[src/rtl/dmac_pkg.sv]
// Shared types and constants for the single-channel DMA controller.
// Holds the FSM state encoding, register-select codes and MODE bit positions.
package dmac_pkg;

  typedef enum logic [2:0] {
    S_IDLE   = 3'd0,
    S_REQ    = 3'd1,
    S_XFER   = 3'd2,
    S_MREAD  = 3'd3,
    S_MWRITE = 3'd4,
    S_DONE   = 3'd5
  } state_t;

  localparam logic [1:0] REG_SRC  = 2'b00;
  localparam logic [1:0] REG_CNT  = 2'b01;
  localparam logic [1:0] REG_DST  = 2'b10;
  localparam logic [1:0] REG_MODE = 2'b11;

  localparam int MODE_DIR    = 0;
  localparam int MODE_SINGLE = 1;
  localparam int MODE_M2M    = 2;
  localparam int MODE_DEC    = 3;

  // Addresses wrap naturally modulo 2^16 in both directions.
  function automatic logic [15:0] step_addr(input logic [15:0] a, input logic dec);
    return dec ? (a - 16'd1) : (a + 16'd1);
  endfunction

endpackage

[src/rtl/dmac_regfile.sv]
// Programmable registers of the DMA channel: SRC, CNT, DST and MODE,
// with write decode and the address step / count decrement datapath.
module dmac_regfile
  import dmac_pkg::*;
(
  input  logic        clk,
  input  logic        rst_n,
  input  logic        we,
  input  logic [1:0]  sel,
  input  logic [15:0] wdata,
  input  logic        step_src,
  input  logic        step_dst,
  input  logic        dec_cnt,
  output logic [15:0] src,
  output logic [15:0] cnt,
  output logic [15:0] dst,
  output logic [3:0]  mode,
  output logic [15:0] src_nxt
);

  // Reserved MODE bits have no readback path, so only the decoded bits are kept.
  always_ff @(posedge clk or negedge rst_n) begin
    if (!rst_n) begin
      src  <= 16'h0000;
      cnt  <= 16'h0000;
      dst  <= 16'h0000;
      mode <= 4'h0;
    end else begin
      if (we) begin
        unique case (sel)
          REG_SRC:  src  <= wdata;
          REG_CNT:  cnt  <= wdata;
          REG_DST:  dst  <= wdata;
          REG_MODE: mode <= wdata[3:0];
          default:  ;
        endcase
      end
      if (step_src) src <= step_addr(src, mode[MODE_DEC]);
      if (step_dst) dst <= step_addr(dst, mode[MODE_DEC]);
      if (dec_cnt && (cnt != 16'h0000)) cnt <= cnt - 16'd1;
    end
  end

  // Value SRC will hold after this edge; lets the FSM register the next address.
  assign src_nxt = step_src ? step_addr(src, mode[MODE_DEC]) : src;

endmodule

[src/rtl/dmac.sv]
// Single-channel DMA controller: bus hold/grant handshake, fly-by and
// memory-to-memory transfers, Moore outputs registered from the next state.
module dmac
  import dmac_pkg::*;
(
  input  logic        CLK,
  input  logic        RST,
  input  logic        DREQ,
  input  logic        HLDA,
  input  logic        BG,
  input  logic        RDY,
  input  logic        REGW,
  input  logic [1:0]  REGSEL,
  input  logic [15:0] Setup,
  input  logic [7:0]  Data_in,
  output logic        HLD,
  output logic        DACK,
  output logic        MEMR,
  output logic        MEMW,
  output logic        IOR,
  output logic        IOW,
  output logic        EOP,
  output logic [15:0] Addrbus,
  output logic [7:0]  Data_out,
  output state_t      state_dbg
);

  state_t      state, nxt;
  logic        grant, step_src, step_dst, dec_cnt, latch, dir;
  logic [15:0] src, cnt, dst, src_nxt;
  logic [3:0]  mode;
  logic [7:0]  buffer;

  assign grant     = HLDA | BG;
  assign dir       = mode[MODE_DIR];
  assign state_dbg = state;

  dmac_regfile u_regfile (
    .clk      (CLK),
    .rst_n    (RST),
    .we       (REGW && (state == S_IDLE)),
    .sel      (REGSEL),
    .wdata    (Setup),
    .step_src (step_src),
    .step_dst (step_dst),
    .dec_cnt  (dec_cnt),
    .src      (src),
    .cnt      (cnt),
    .dst      (dst),
    .mode     (mode),
    .src_nxt  (src_nxt)
  );

  // Losing DREQ releases the bus entirely; losing only the grant re-arbitrates.
  always_comb begin
    nxt      = state;
    step_src = 1'b0;
    step_dst = 1'b0;
    dec_cnt  = 1'b0;
    latch    = 1'b0;
    unique case (state)
      S_IDLE: if (DREQ) nxt = (cnt != 16'h0000) ? S_REQ : S_DONE;
      S_REQ: begin
        if (!DREQ)      nxt = S_IDLE;
        else if (grant) nxt = mode[MODE_M2M] ? S_MREAD : S_XFER;
      end
      S_XFER, S_MREAD, S_MWRITE: begin
        if (!DREQ)       nxt = S_IDLE;
        else if (!grant) nxt = S_REQ;
        else if (RDY) begin
          if (state == S_MREAD) begin
            latch = 1'b1;
            nxt   = S_MWRITE;
          end else begin
            step_src = 1'b1;
            step_dst = (state == S_MWRITE);
            dec_cnt  = 1'b1;
            if (cnt == 16'd1)          nxt = S_DONE;
            else if (mode[MODE_SINGLE]) nxt = S_IDLE;
            else                        nxt = (state == S_MWRITE) ? S_MREAD : S_XFER;
          end
        end
      end
      S_DONE:  nxt = S_IDLE;
      default: nxt = S_IDLE;
    endcase
  end

  always_ff @(posedge CLK or negedge RST) begin
    if (!RST) begin
      state    <= S_IDLE;
      buffer   <= 8'h00;
      HLD      <= 1'b0;
      DACK     <= 1'b0;
      MEMR     <= 1'b0;
      MEMW     <= 1'b0;
      IOR      <= 1'b0;
      IOW      <= 1'b0;
      EOP      <= 1'b0;
      Addrbus  <= 16'h0000;
      Data_out <= 8'h00;
    end else begin
      state <= nxt;
      if (latch) buffer <= Data_in;
      HLD  <= (nxt == S_REQ) || (nxt == S_XFER) || (nxt == S_MREAD) || (nxt == S_MWRITE);
      DACK <= (nxt == S_XFER);
      MEMR <= ((nxt == S_XFER) && !dir) || (nxt == S_MREAD);
      MEMW <= ((nxt == S_XFER) && dir) || (nxt == S_MWRITE);
      IOR  <= (nxt == S_XFER) && dir;
      IOW  <= (nxt == S_XFER) && !dir;
      EOP  <= (nxt == S_DONE);
      if ((nxt == S_XFER) || (nxt == S_MREAD)) Addrbus <= src_nxt;
      else if (nxt == S_MWRITE)                Addrbus <= dst;
      else                                     Addrbus <= 16'h0000;
      Data_out <= (nxt == S_MWRITE) ? (latch ? Data_in : buffer) : 8'h00;
    end
  end

endmodule

[config.mk]
export PLATFORM = sky130hd
export DESIGN_NAME = dmac
export DESIGN_NICKNAME = d
export VERILOG_FILES = /design/src/rtl/dmac_pkg.sv /design/src/rtl/dmac_regfile.sv /design/src/rtl/dmac.sv
export SDC_FILE = /design/constraint.sdc
export NUM_CORES = 1
export LEC_CHECK = 0
export CORE_MARGIN = 2
export CORE_UTILIZATION = 52
export DETAILED_ROUTE_END_ITERATION = 7
export PLACE_DENSITY = 0.8
export REMOVE_ABC_BUFFERS = 1
export SLEW_MARGIN = 20
export SYNTH_ARGS = -nofsm -noshare
export SYNTH_HDL_FRONTEND = slang
export SYNTH_SLANG_ARGS = --single-unit
[constraint.sdc]
create_clock -name CLK -period 2.8 [get_ports CLK]
set_input_delay 0.42 -clock CLK [delete_from_list [all_inputs] [get_ports CLK]]
set_output_delay 0.42 -clock CLK [all_outputs]
set_load 0.05 [all_outputs]
### After elaboration in Yosys (flattened, before gate mapping)

Index checks and enable logic that the tools add are counted.
Widths: inputs -> output; s select.

| cells by class | value |
|---|---|
| multiplexer cells | 44 |
| reductions and logical operators | 25 |
| bitwise gates (word level) | 1 |
| add/sub/neg operators | 5 |
| eq/ne operators | 13 |

Operators by type and width:

| kind | count |
|---|---|
| $mux 16 | 14 |
| $sub 16x1->16 const B | 3 |
| $add 16x1->16 const B | 2 |
| $mux 3 | 9 |
| $mux 1 | 17 |
| $eq 16x1->1 const B | 1 |
| $mux 8 | 2 |
| $reduce_bool 16->1 | 1 |
| $eq 3x2->1 const B | 4 |
| $reduce_bool 2->1 | 6 |
| $eq 3x3->1 const B | 3 |
| $pmux 3 s3 | 1 |
| $reduce_and 2->1 | 4 |
| $eq 3x1->1 const B | 2 |
| $logic_or 1x1->1 | 6 |
| $eq 2x2->1 const B | 2 |
| $logic_and 1x1->1 | 4 |
| $logic_not 3->1 | 1 |
| $reduce_or 3->1 | 1 |
| $eq 2x1->1 const B | 1 |
| $logic_not 2->1 | 1 |
| $mux 2 | 1 |
| $logic_not 1->1 | 1 |
| $or 1x1->1 | 1 |

| storage, ports and cells | value |
|---|---|
| output and inout bits | 34 |
| input port bits | 33 |
| logic and storage cells | 103 |
| register bits | 94 |

### Depth between registers and ports, before layout

Gate-level depths: netlist of run 1.

| depth | value |
|---|---|
| depth after elaboration | 13 |
| gate-level depth with buffers | 10 |

### By module

Synthesis of run 1 repeated with hierarchy kept, for this count alone.

| second synthesis, totals | value |
|---|---|
| cells, all modules | 623 |
| area, all modules | 6037.0 µm² |

By module, submodules not included:

| module | seq. area each (µm²) | instances | cells an instance | area each (µm²) |
|---|---|---|---|---|
| dmac_regfile | 1301.2 | 1 | 488 | 4225.3 |
| dmac | 1051.0 | 1 | 135 | 1811.7 |

### Worst setup path after synthesis of run 1

OpenSTA, ideal clock, no wires.

| timing path | value |
|---|---|
| kind | reg2reg |
| from | register u_regfile.mode[3] |
| to | register Addrbus[12] |
| stages on the path, launching flop included | 10 |
| period minus slack after synthesis | 2.778 ns |
| setup slack | 0.022 ns |
| buffers on the path | 1 |
| arrival | 2.708 ns |
| cells stage by stage | dfrtp_1 clkbuf_1 inv_1 fa_1 nor2b_1 o31a_1 o2111ai_1 a21o_1 a2111oi_0 nand3b_1 |

| between the ends | value |
|---|---|
| longest elaborated chain between the ends | 3 |

Ends and longest elaborated chain:

| element | line | RTL |
|---|---|---|
| start, declared | dmac_regfile.sv:17 | `output logic [3:0] mode,` |
| start signal, assigned | dmac_regfile.sv:34 | `REG_MODE: mode <= wdata[3:0];` |
| $mux 16 | dmac_pkg.sv:26 | `return dec ? (a - 16'd1) : (a + 16'd1);` |
| $mux 16 | dmac_regfile.sv:45 | `assign src_nxt = step_src ? step_addr(src, mode[MODE_DEC]) : src;` |
| $mux 16 | dmac.sv:112 | `if ((nxt == S_XFER) \|\| (nxt == S_MREAD)) Addrbus <= src_nxt;` |
| end signal, assigned | dmac.sv:112 |  |
| end signal, assigned | dmac.sv:113 | `else if (nxt == S_MWRITE) Addrbus <= dst;` |
| end, declared | dmac.sv:23 | `output logic [15:0] Addrbus,` |

Every way passes these cells.
A chain may end at the register's enable or synchronous reset.

### Final worst setup path of run 1

Ends and elaborated chain as after synthesis.

==> results.txt, run 1 <==
- The flow ran to the end, and the final reports show no timing, DRC or antenna violations.
* Crit-path max FO: 11
- The number of antenna violations at the first check in global routing was 0.
- Number of H-tree levels: 3
- Summing all placed instances gives a cell area of 0.007036 mm2.
- In the routed design, unresolved DRC markers number 0.
- For the worst-skew pair, the clock arrives at the later sink with an insertion delay of 360 ps.
- CTS tree: done
- Combined global-route utilization of all metal layers: 28.04%
- Counting every instance in the synthesized netlist gives 638.
- The number of hold violations in the final report was 0.
* Overall die width: 112.2 um
* Hold slack final: 19.55 ps
- Max-cap check violation count: 0
- Power per cell area: 1176 mW/mm2
- Pin count of the biggest net entering global routing: 59
- Dividing the detail-routed via count by the number of cells gives 6.399.
- Startpoint Class: register
- Reg clk slew, reported paths: 70 ps
- The cell area that synthesis handed to floorplanning was 0.006086 mm2.
- The count of nets left with antenna violations once routing finished came out at 0.
- Routability-driven placement finished with a final weighted congestion of 0.9803.
* Shortest period the worst path allows: 2655 ps
- Core Region: 0.01142 mm2
- DR WL/cell: 19.74 um
- Number of search-and-repair iterations in the first detailed-routing pass: 5
- Setup slack closes at 145.5 ps.
- STA classifies the critical path endpoint as a register.
* Final cell count without fillers: 863
- For this run, the number of Yosys warnings is 0.
- Summed over all layers, the global routing overflow is 0.
- WP data arrival: 2960 ps
- Buffer count from post-CTS setup fixing: 0
* Post-Layout Inst Area: 0.007340 mm2
* Total Nets Final: 781
* Worst slack at placement: 177.1 ps
- At the pin with the least slew margin, the transition time is 519.4 ps.
- The number of gates resized after CTS was 0.
- DRC violation total after the first TritonRoute iteration: 373
- The analysis attributes to cell leakage a power of 0.003203 uW.
- The worst setup path is of the register to register kind.
* Upper clock frequency limit: 376.7 MHz
- Detailed routing inserted a total of 5522 vias.
- In the layout the commonest cells are 94 x dfrtp_1, 65 x clkdlybuf4s50_1, 56 x nand2_1.
* Final wirelength: 17040 um
* DP Wirelength: 12480 um
- The highest metal layer carrying signal wires in the routed design is met4.
* Clock buffers created by TritonCTS: 9
- The library cell used most frequently in the layout, excluding fill and tap cells, is dfrtp_1.
* Number of hold-repair buffers added at the cts stage: 0
- Yosys top cell by area: dfrtp_1
- Mean instance size in the synthesized netlist: 9.539 um2
* Area growth from synthesis to layout: 20.60%
* Filler cells: 936
* Wl on met1: 7260 um
- The clock net in this run drives a total of 94 sinks.
- Antenna fix cells: 0
- Cells taking the most area after synthesis: dfrtp_1 39%, ha_1 6.4%, mux2i_1 4.1%
* Maximum buffer depth of the clock tree: 2
- Setup repair after global routing left no endpoint under its margin.
- Cell chosen for the clock root: clkbuf_16
- The top cell type by area accounts for 38.65% of the synthesized area.
- Number of synthesized flops with an enable pin: 0
- Placed Cells incl. Taps: 847
- Worst slew margin: 65.27%
- Max-slew violation count: 0
* Count of endpoints failing setup in the final report: 0
* IO Pins: 67
- Yosys mapped the design onto 77 distinct sky130hd cell types.
* Worst IR drop on VDD: 0.5927 mV
* Sum Neg Setup Slack: 0 ps
- The floorplan has 39 rows.
- Cells with a size suffix above 1 make up 11.94% of the layout.
- Post-route fraction of the period consumed by the critical path: 94.80%
- DR WL met3: 1072 um
* Sequential cell area fraction in the yosys report: 38.65%
- Vias in the first global route: 5408
- After synthesis the netlist holds a flip-flop and latch count of 94.
- In this run the vertical extent of the chip is 112.2 um.
* Path category of the worst min-delay check: primary input to async pin
- In the synthesized netlist the async set-or-reset flop fraction comes to 100.0%.
- The first global-routing pass estimated 28120 um of wire.
- Wire length on met2: 8031 um
- The floorplan step defined a die boundary enclosing 0.01258 mm2.
- Buffers placed on the I/O ports in this run total 66.
- Among all flip-flop cells after synthesis, the most frequent one is dfrtp_1.
* Crit path required time: 3100 ps
- Clock skew on the completed layout was measured at 11.61 ps.
- Starting Density: 53.30%
worst paths after layout:
check / from / depth (start not counted) / end / slack (ps)
worst max-delay path: u_regfile.mode[3] / 8 / Addrbus[12] / 150
worst min-delay path: RST / 1 / u_regfile.cnt[15] / 20
worst max register to register: u_regfile.mode[3] / 8 / Addrbus[12] / 150
worst min register to register: buffer[5] / 1 / buffer[5] / 500
max in group asynchronous: RST / 2 / u_regfile.dst[6] / 2090
min in group CLK: buffer[5] / 1 / buffer[5] / 500
layer usage:
metal  vias to the layer above  track usage (%)
li1                       2542                -
met1                      2706            36.87
met2                       222            45.42
met3                        52            5.724
met4                         0            11.87
met5                         -                0
through the flow:
| stage | util (%) | total power (uW) |
|---|---|---|
| floorplan | - | 5855 |
| detailed placement | 61.62 | 7254 |
| finish | 64.28 | 8633 |
| global placement | 61.62 | 7048 |
| global route | 64.28 | 9277 |
| CTS | 64.17 | 8536 |
power by group:
part	total, uW	internal, uW	switching (uW)
registers	2380	1860	521
clock network	1230	659	568
logic	5030	2080	2940
total	8630	4600	4030
cells in the mapped netlist (5+ instances only):
master and number:
o21ai_0 39, nor2_1 38, nand3_1 18, o21a_1 7, and3_1 14, xor2_1 8, nor2b_1 9, a21oi_1 39
mux2_2 21, a211oi_1 10, o21bai_1 5, ha_1 31, o2bb2ai_1 9, nand4_1 7, a21o_1 14, inv_1 19
or3_1 8, xnor2_1 12, nor3_1 19, buf_2 9, nand2_1 56, dfrtp_1 94, clkbuf_1 15, a311oi_1 10
mux2i_1 25, o211ai_1 11
layout make-up:
cell class                 count  area [um2]  share of cell area [%]
clock inverter                 5       38.79                  0.5285
multi-input combinational    495        3541                   48.24
tap                          143       178.9                   2.438
sequential                    94        2352                   32.05
timing repair buffer          95       900.9                   12.27
inverter                      20       75.07                   1.023
clock buffer                  11       252.7                   3.444
critical path, cell delays in order, from the launching register on:
cell and delay (ps):
dfrtp_1 490, buf_4 240, ha_1 360, nor2b_1 290
o31a_1 240, o2111ai_1 180, a21o_1 220, a2111oi_0 420
nand3b_1 160
sequential cells by signal, summed over array words and instances, names as in the netlist, 3 cells and up:
signal	cells
Addrbus	16
Data_out	8
buffer	8
state_dbg	3
u_regfile.cnt	16
u_regfile.dst	16
u_regfile.mode	4
u_regfile.src	16
kinds of logic after synthesis:
logic type	share of synthesized area [%]
adder cells (fa/ha/maj)	7.031
AND/OR/NAND/NOR	17.95
AO/OA/AOI/OAI	22.04
XOR/XNOR	2.878
flip-flops	38.65
multiplexers	7.998
buffers and inverters	3.454
Note: power is estimated with default switching activity, not from simulation.
==> run 2, diff against run 1 <==
- PLACE_DENSITY: 0.8 -> 0.86
==> run 2 against run 1 <==
Net effect: via count shrank 0.72%; highest routed layer unchanged; global-route usage shrank 1.1 points; largest power group unchanged; register-to-register slack gained 50 ps; sequential power is essentially flat; critical endpoint is now MEMW.
==> results.txt, run 2 (synthesized netlist as in run 1, its figures left out) <==
- The run finished with clean final reports.
- For this run, the total global-route usage over all layers was measured as 26.89%.
* Beginning of the worst register-to-register path: u_regfile.cnt[10]
- Crit path required time: 3050 ps
* Critical-path cell with the highest stage delay: nor3_1
- 67 I/O pins were placed.
* Unrepaired setup endpoints after global routing: false
- The number of pins with negative max-slew slack in the final report was 0.
- Number of hold-slack violations in the final timing report: 0
- Count of endpoints failing setup in the final report: 0
- Path category of the worst min-delay check: primary input to async pin
* Sequential fraction of design power: 27.7%
* Number of H-tree levels: 3
* Power per cell area: 1167 mW/mm2
* Number of DRC violations after detailed routing: 0
- Area growth from synthesis to layout: 19.65%
* Clock buffers created by TritonCTS: 9
* Crit path buffers/inverters: 1
- Initial antenna violation count: 0
- Excluding fillers, the count of instances in the completed layout stands at 860.
* Antenna fix cells: 0
* Slew at the pin closest to its max-slew limit: 616.5 ps
- Cell type group with the largest total delay on the critical path: simple AND/OR/NAND/NOR gates
- The internal portion of the total power is 4541 uW.
- Die boundary height: 112.2 um
- The count of buffers added on input and output ports is 66.
- Leakage: 0.003175 uW
* Fraction of layout instances using a drive strength above 1: 11.16%
- Leaving out fill and tap cells, the most frequent cell in the layout is dfrtp_1.
* Number of hold-repair buffers added at the cts stage: 0
- The critical path goes through nor3_1 -> and4_1 -> a21oi_2 -> a22oi_4 -> inv_2 -> and3_1 -> or2_1.
* Shortest period the worst path allows: 2607 ps
- After global routing, the most crowded layer is met2.
* Sw Ratio: 46.56%
- The critical path is of the register to register type.
- Cell chosen for the clock root: clkbuf_16
- Headroom to the max-slew limit came out at 58.90%.
* Placed Cells incl. Taps: 844
- For met2 alone, demand over resource in global routing was 43.33%.
- Total via count after detailed routing: 5482
* Upper clock frequency limit: 383.6 MHz
* Critical Path Sink Type: register
- The floorplan has 39 rows.
* Area of the die: 0.01258 mm2
- First-pass GRT wire length: 26830 um
- Summed over all nets, the half-perimeter wirelength after detailed placement is 12050 um.
* WP data arrival: 2850 ps
* Logic depth of the worst path, buffers included: 7
- The top cell types in the final layout, fill and taps aside, are 94 x dfrtp_1, 65 x clkdlybuf4s50_1, 56 x nand2_1.
* Maximum buffer depth of the clock tree: 2
- Overall die width: 112.2 um
- Once placement finished, the instance area stood at 0.007000 mm2.
- The analysis attributes to net switching a power of 3957 uW.
- Filler cells: 942
* Max-cap check violation count: 0
- Depth of the worst register-to-register path: 7
- Final wirelength: 16660 um
- STA classifies the critical path startpoint as a register.
- The count of nets left with antenna violations once routing finished came out at 0.
* Detailed-route vias per instance: 6.374
- Pin count of the biggest net entering global routing: 54
- CTS tree: done
- Vias in the first global route: 5316
- In this run, the clock network consumes 14.0% of the power.
- Launching element of the worst setup path: u_regfile.cnt[10]
- The first TritonRoute pass finished after 6 iterations.
- Of all nets on the critical path, the largest fanout is 12.
* Total Nets Final: 778
- Worst IR drop on VDD: 0.6033 mV
- Core Region: 0.01142 mm2
- RePlAce Congestion: 0.9466
- In the final routed layout, each cell accounts on average for 19.37 um.
- Post-Layout Inst Area: 0.007282 mm2
- Once the floorplan was initialized, standard cells occupied 53.30% of the core.
* Worst-skew pair later-pin latency: 360 ps
- The worst register-to-register path has a setup slack of 190 ps.
- The total overflow left after global routing is 0.
- In this run, the combinational gates consume 58.2% of the power.
- The first routing iteration left 391 violations.
- Largest incremental delay on the critical path: 480 ps
- Met3 usage in global routing: 5.184%
- After layout, the worst path uses 93.11% of the clock period.
* Reg clk slew, reported paths: 70 ps
- Num Clock Sinks: 94
- Across the routed clock network, the largest skew measured is 5.916 ps.
- In the global route stage, met1 resource usage came out at 35.07%.
==> run 2: final timing paths <==
kind	end
worst max-delay path	MEMW
worst min-delay path	u_regfile.cnt[15]
worst max register to register	MEMW
worst min register to register	buffer[3]
max in group asynchronous	Data_out[2]
min in group CLK	buffer[3]
==> run 2: stage by stage <==
| stage | power (uW) | TNS [ps] | setup slack, ps | hold WS (ps) | utilization [%] |
|---|---|---|---|---|---|
| after floorplan | 5855 | -382.3 | -96.77 | 124.4 | - |
| after global placement | 7003 | 0 | 233.0 | 462.5 | 61.31 |
| after detailed placement | 7214 | 0 | 140.6 | 464.9 | 61.31 |
| after CTS | 8450 | 0 | 224.3 | 83.39 | 63.76 |
| after global routing | 9132 | 0 | 58.10 | 117.8 | 63.77 |
| final | 8498 | 0 | 193.0 | 66.09 | 63.77 |
==> run 2: metal layers <==
layer,vias up,share of wire [%]
li1,2537,-
met1,2641,42
met2,261,47
met3,43,7.1
met4,0,3.8
met5,-,0
==> run 2: final cells by class <==
cell class / instances / area, um2 / share of cell area [%]
clock buffer: 10 / 229.0 / 3.144
inverter: 20 / 75.07 / 1.031
timing repair buffer: 92 / 865.8 / 11.89
tap: 143 / 178.9 / 2.457
multi-input combinational: 495 / 3530 / 48.47
sequential: 94 / 2352 / 32.30
clock inverter: 6 / 51.30 / 0.7045
==> run 2: power groups by stage <==
stage	Sequential [uW]	Combinational (uW)	Clock [uW]
after floorplan	2560	3290	0
final	2360	4950	1190
after global routing	2420	5440	1280
after detailed placement	2370	4850	0
after global placement	2330	4670	0
after CTS	2350	4890	1210
==> run 2: repair_timing <==
action,CTS,global route
endpoints found under the setup margin,0,1
setup buffers,0,0
resized for setup,0,1
